[src/rtl/hazard_fwd_ctrl.sv]
// Hazard and forwarding controller for the 5-stage core.
// Tracks EX/MEM/WB destination tags, drives operand-forwarding selects and stalls.
module hazard_fwd_ctrl #(
  parameter int REG_W = 5,
  parameter int CNT_W = 32
) (
  input  logic             clk,
  input  logic             rst_n,
  input  logic             id_valid,
  input  logic [REG_W-1:0] id_rs1,
  input  logic [REG_W-1:0] id_rs2,
  input  logic             id_use_rs1,
  input  logic             id_use_rs2,
  input  logic [REG_W-1:0] id_rd,
  input  logic             id_reg_write,
  input  logic             id_mem_read,
  input  logic             flush,
  input  logic             mem_ready,
  output logic [1:0]       fwd_a_sel,
  output logic [1:0]       fwd_b_sel,
  output logic             stall,
  output logic             pipe_freeze,
  output logic             idex_bubble,
  output logic [CNT_W-1:0] load_use_cnt,
  output logic [CNT_W-1:0] mem_wait_cnt
);

  typedef struct packed {
    logic             v;
    logic [REG_W-1:0] rd;
    logic             rw;
    logic             mr;
    logic [REG_W-1:0] rs1;
    logic [REG_W-1:0] rs2;
    logic             use1;
    logic             use2;
  } ex_tag_t;

  typedef struct packed {
    logic             v;
    logic [REG_W-1:0] rd;
    logic             rw;
    logic             mr;
  } mem_tag_t;

  typedef struct packed {
    logic             v;
    logic [REG_W-1:0] rd;
    logic             rw;
  } wb_tag_t;

  ex_tag_t  ex_q, ex_d;
  mem_tag_t mem_q, mem_d;
  wb_tag_t  wb_q, wb_d;

  logic [CNT_W-1:0] lu_cnt_q, lu_cnt_d;
  logic [CNT_W-1:0] mw_cnt_q, mw_cnt_d;

  logic mem_wait;
  logic load_use;
  logic mem_wr;
  logic wb_wr;
  logic kill_ex;

  assign mem_wait = mem_q.v & mem_q.mr & ~mem_ready;

  assign load_use = ex_q.v & ex_q.mr & (ex_q.rd != '0) & id_valid &
                    ((id_use_rs1 & (id_rs1 == ex_q.rd)) |
                     (id_use_rs2 & (id_rs2 == ex_q.rd)));

  assign mem_wr = mem_q.v & mem_q.rw & (mem_q.rd != '0);
  assign wb_wr  = wb_q.v & wb_q.rw & (wb_q.rd != '0);

  // Loads in MEM have no data yet; load-use stall keeps them off the mux.
  always_comb begin
    fwd_a_sel = 2'b00;
    if (ex_q.v & ex_q.use1) begin
      if (mem_wr & ~mem_q.mr & (mem_q.rd == ex_q.rs1)) begin
        fwd_a_sel = 2'b10;
      end else if (wb_wr & (wb_q.rd == ex_q.rs1)) begin
        fwd_a_sel = 2'b01;
      end
    end
  end

  always_comb begin
    fwd_b_sel = 2'b00;
    if (ex_q.v & ex_q.use2) begin
      if (mem_wr & ~mem_q.mr & (mem_q.rd == ex_q.rs2)) begin
        fwd_b_sel = 2'b10;
      end else if (wb_wr & (wb_q.rd == ex_q.rs2)) begin
        fwd_b_sel = 2'b01;
      end
    end
  end

  assign pipe_freeze = mem_wait;
  assign stall       = mem_wait | load_use;
  assign idex_bubble = ~mem_wait & (load_use | flush);
  assign kill_ex     = load_use | flush | ~id_valid;

  always_comb begin
    ex_d  = ex_q;
    mem_d = mem_q;
    wb_d  = wb_q;
    if (!mem_wait) begin
      wb_d  = '{v: mem_q.v, rd: mem_q.rd, rw: mem_q.rw};
      mem_d = '{v: ex_q.v, rd: ex_q.rd, rw: ex_q.rw, mr: ex_q.mr};
      if (kill_ex) begin
        ex_d = '0;
      end else begin
        ex_d = '{v: 1'b1, rd: id_rd, rw: id_reg_write,
                 mr: id_mem_read, rs1: id_rs1, rs2: id_rs2,
                 use1: id_use_rs1, use2: id_use_rs2};
      end
    end
  end

  always_comb begin
    lu_cnt_d = lu_cnt_q;
    mw_cnt_d = mw_cnt_q;
    if (!mem_wait && load_use && lu_cnt_q != '1) begin
      lu_cnt_d = lu_cnt_q + CNT_W'(1);
    end
    if (mem_wait && mw_cnt_q != '1) begin
      mw_cnt_d = mw_cnt_q + CNT_W'(1);
    end
  end

  always_ff @(posedge clk or negedge rst_n) begin
    if (!rst_n) begin
      ex_q     <= '0;
      mem_q    <= '0;
      wb_q     <= '0;
      lu_cnt_q <= '0;
      mw_cnt_q <= '0;
    end else begin
      ex_q     <= ex_d;
      mem_q    <= mem_d;
      wb_q     <= wb_d;
      lu_cnt_q <= lu_cnt_d;
      mw_cnt_q <= mw_cnt_d;
    end
  end

  assign load_use_cnt = lu_cnt_q;
  assign mem_wait_cnt = mw_cnt_q;

endmodule

[config.mk]
export PLATFORM = sky130hd
export DESIGN_NAME = hazard_fwd_ctrl
export DESIGN_NICKNAME = d
export VERILOG_FILES = /design/src/rtl/hazard_fwd_ctrl.sv
export SDC_FILE = /design/constraint.sdc
export NUM_CORES = 1
export LEC_CHECK = 0
export ABC_AREA = 1
export CORE_ASPECT_RATIO = 0.6
export CORE_MARGIN = 3
export CORE_UTILIZATION = 35
export CTS_CLUSTER_DIAMETER = 50
export DETAILED_ROUTE_END_ITERATION = 10
export PLACE_DENSITY = 0.61
export SLEW_MARGIN = 20
export SYNTH_ARGS = -nofsm -noshare
export SYNTH_HDL_FRONTEND = slang
export SYNTH_SLANG_ARGS = --single-unit
export TNS_END_PERCENT = 1
[constraint.sdc]
create_clock -name clk -period 1.94 [get_ports clk]
set_input_delay 0.582 -clock clk [delete_from_list [all_inputs] [get_ports clk]]
set_output_delay 0.582 -clock clk [all_outputs]
set_load 0.02 [all_outputs]
==> flow_metrics.py <==
metrics = {
    "outcome": {
        "outcome": "complete, but fails checks",
        "violations": "negative setup slack",
    },
    "timing": {
        "worst_hold_slack_ns": 0.2612,
        "max_freq_mhz": 438.7,
        "layout_worst_path_cycle_share_pct": 117.5,
        "worst_pin_slew_ns": 0.5802,
        "timing.slew.headroom_pct": 61.32,
        "rsz0062_at_grt": "true",
        "clock_skew_ns": 0.006740,
        "fin_ws_ns": -0.3396,
        "final.min_clock_period_ns": 2.280,
        "hold_viol_final": 0,
        "final-max-slew-violation-count": 0,
        "finalSetupViolCount": 6,
    },
    "cts": {
        "root_buffer": "clkbuf_16",
        "cts_tree": "built",
        "hold_buffers": 0,
        "insertion_delay_ns": 0.35,
        "cts_buffers": 9,
        "clockBufferDepth": 2,
        "clkTransAtPathRegs_ns": 0.07,
        "clock-sinks": 99,
        "htreeDepth": 3,
    },
    "setup_path": {
        "critPathLaunchType": "flop",
        "worst-path-max-fanout": 2,
        "crit_type": "reg -> out",
        "crit_path_end_kind": "output pin",
        "arrival_ns": 1.70,
        "crit_required_ns": 1.36,
    },
    "routing": {
        "vias": 6158,
        "drt_iter0_markers": 688,
        "wl_per_cell_um": 14.92,
        "drtAntennaViolNets": 0,
        "first_pass_iters": 5,
        "routed_wirelength_um": 19330,
        "via_per_inst": 4.752,
        "drc": 0,
    },
    "finish": {
        "n_antenna_cell": 0,
        "area_growth_pct": 37.19,
        "drive_gt1_share_pct": 16.20,
        "design_area_um2": 8378,
        "nets": 1090,
        "final_cells": 1296,
        "fillers": 1676,
    },
    "placed_design": {
        "gp_congestion": 0.9470,
        "place_ws_ns": -1.042,
        "portBuffers": 94,
        "dp_hpwl_um": 14800,
        "dp_cells": 1275,
        "place_area_um2": 7966,
    },
    "synth": {
        "synth_cells": 889,
        "yosys.area.top_type": "dfrtp_1",
        "synthFlopType": "dfrtp_1",
        "yosysSeqAreaShare_pct": 40.57,
        "synth_common_cells": "nand2_1, nor2_1, dfrtp_1",
        "yosysMostFrequentCell": "nand2_1",
        "ys_warn_count": 0,
        "synth_area_leaders": "dfrtp_1, nand2_1, nor2_1",
        "synth.distinct_cells": 31,
        "avgSynthCellArea_um2": 6.870,
        "synth-async-reset-ratio_pct": 100.0,
        "syn-num-nets": 915,
        "synth_top_area_share_pct": 40.57,
        "netlist_area_um2": 6107,
        "synth_edf_count": 0,
        "ys_ff_latch": 99,
    },
    "power": {
        "power.leakage_nw": 4.383,
        "intPower_mw": 3.670,
        "powerDensity_nw_per_um2": 584.9,
        "power.switching_mw": 1.231,
        "p_sw_share_pct": 25.12,
        "seq_power_share_pct": 45.2,
        "peakVddDrop_v": 0.0004210,
        "clkPwrFrac_pct": 42.3,
        "power_frac_comb_pct": 12.5,
    },
    "global_routing": {
        "grt_pass1_vias": 5371,
        "grt-ovfl-total": 0,
        "antenna_found_initial": 0,
        "grtUsageTotal_pct": 20.47,
        "grt_max_degree": 100,
        "grt_pass1_wl_um": 30300,
    },
    "die": {
        "placementRows": 36,
        "pin_count": 95,
        "initial_core_util_pct": 36.64,
        "coreArea_um2": 16670,
        "die_w_um": 176.5,
        "fp.dieH_um": 108.3,
        "dieArea_um2": 19120,
    },
    "worst_hold_path": {
        "holdCritPathClass": "in -> async",
    },
    "job": {
        "drv_cap": 0,
    },
}
-- final timing paths --
path	startpoint	endpoint	slack [ns]	cells after the start
setup / recovery	ex_q[6]	fwd_b_sel[1]	-0.34	7
max in group asynchronous	rst_n	ex_q[18]	1.17	2
hold reg to reg	ex_q[13]	ex_q[13]	0.50	2
min in group clk	ex_q[13]	ex_q[13]	0.50	2
hold / removal	rst_n	mem_wait_cnt[3]	0.26	2
setup reg to reg	mem_wait_cnt[8]	mem_wait_cnt[25]	0.07	10
-- state kept, by name, indices dropped and copies added (netlist names) --
signal	cells
wb_q	7
mem_q	8
ex_q	20
load_use_cnt	32
mem_wait_cnt	32
-- worst max-delay path: stages (launching register included) --
cell and delay (ns):
dfrtp_1 0.41, buf_4 0.15, xnor2_1 0.15, nand3_1 0.10
nor3_2 0.13, nand2_1 0.12, nor2_2 0.15, buf_6 0.14
-- per-layer routing --
layer	global-route usage [%]	part of all wire, %	vias up
li1	-	-	3136
met1	36.13	56	2807
met2	22.85	34	209
met3	5.544	9.0	6
met4	3.697	0.40	0
met5	0	0	-
-- final cells by class --
cell class,instances,area (µm²),area share [%]
well taps,228,285.3,3.405
clock inverters,6,113.9,1.359
multi-input cells,706,3386,40.41
clock buffers,9,225.2,2.688
repair buffers,187,1650,19.70
flip-flops and latches,99,2485,29.66
inverters,61,232.7,2.778
-- what timing repair did --
action / 4_1_cts / 5_1_grt
endpoints found under the hold margin: 0 / 0
pin swaps: 6 / 6
endpoints found under the setup margin: 102 / 44
buffers inserted: 3 / 3
gates resized for setup: 137 / 25
-- kinds of logic after synthesis --
logic type	count (synthesis)	synth area share, %
and+or+nand+nor	622	42.84
DFF	99	40.57
buffers and inverters	84	6.003
xor gates and xnor gates	55	7.888
AOI/OAI and AO/OA	27	2.295
adders and majority gates	2	0.4097
-- power groups by stage --
stage | sequential (mW) | combinational, mW | clock [mW]
3_5_place_dp | 2.25 | 0.627 | 0
4_1_cts | 2.21 | 0.603 | 2.13
5_1_grt | 2.23 | 0.677 | 2.21
6_report | 2.22 | 0.614 | 2.07
2_1_floorplan | 2.31 | 0.213 | 0
3_3_place_gp | 2.25 | 0.623 | 0
-- cell usage in the layout (no fill, tap or decap), types with 17 or more instances in the layout --
master and n:
o21ai_0 23, nor3_1 22, nand3b_1 17, nand4_1 25
nor2_1 94, buf_4 85, inv_1 51, dfrtp_1 93
xnor2_1 20, dlygate4sd2_1 73, xor2_1 33, nand2_1 414
-- stage by stage --
| step | TNS (ns) | total power, mW | utilization [%] |
|---|---|---|---|
| after floorplan | -0.0002260 | 2.519 | - |
| after global placement | -29.90 | 2.874 | 47.80 |
| after detailed placement | -30.98 | 2.879 | 47.80 |
| after CTS | -1.762 | 4.946 | 49.67 |
| after global routing | -3.210 | 5.111 | 50.27 |
| final | -1.637 | 4.901 | 50.27 |
Note: power is estimated with default switching activity, not from simulation.
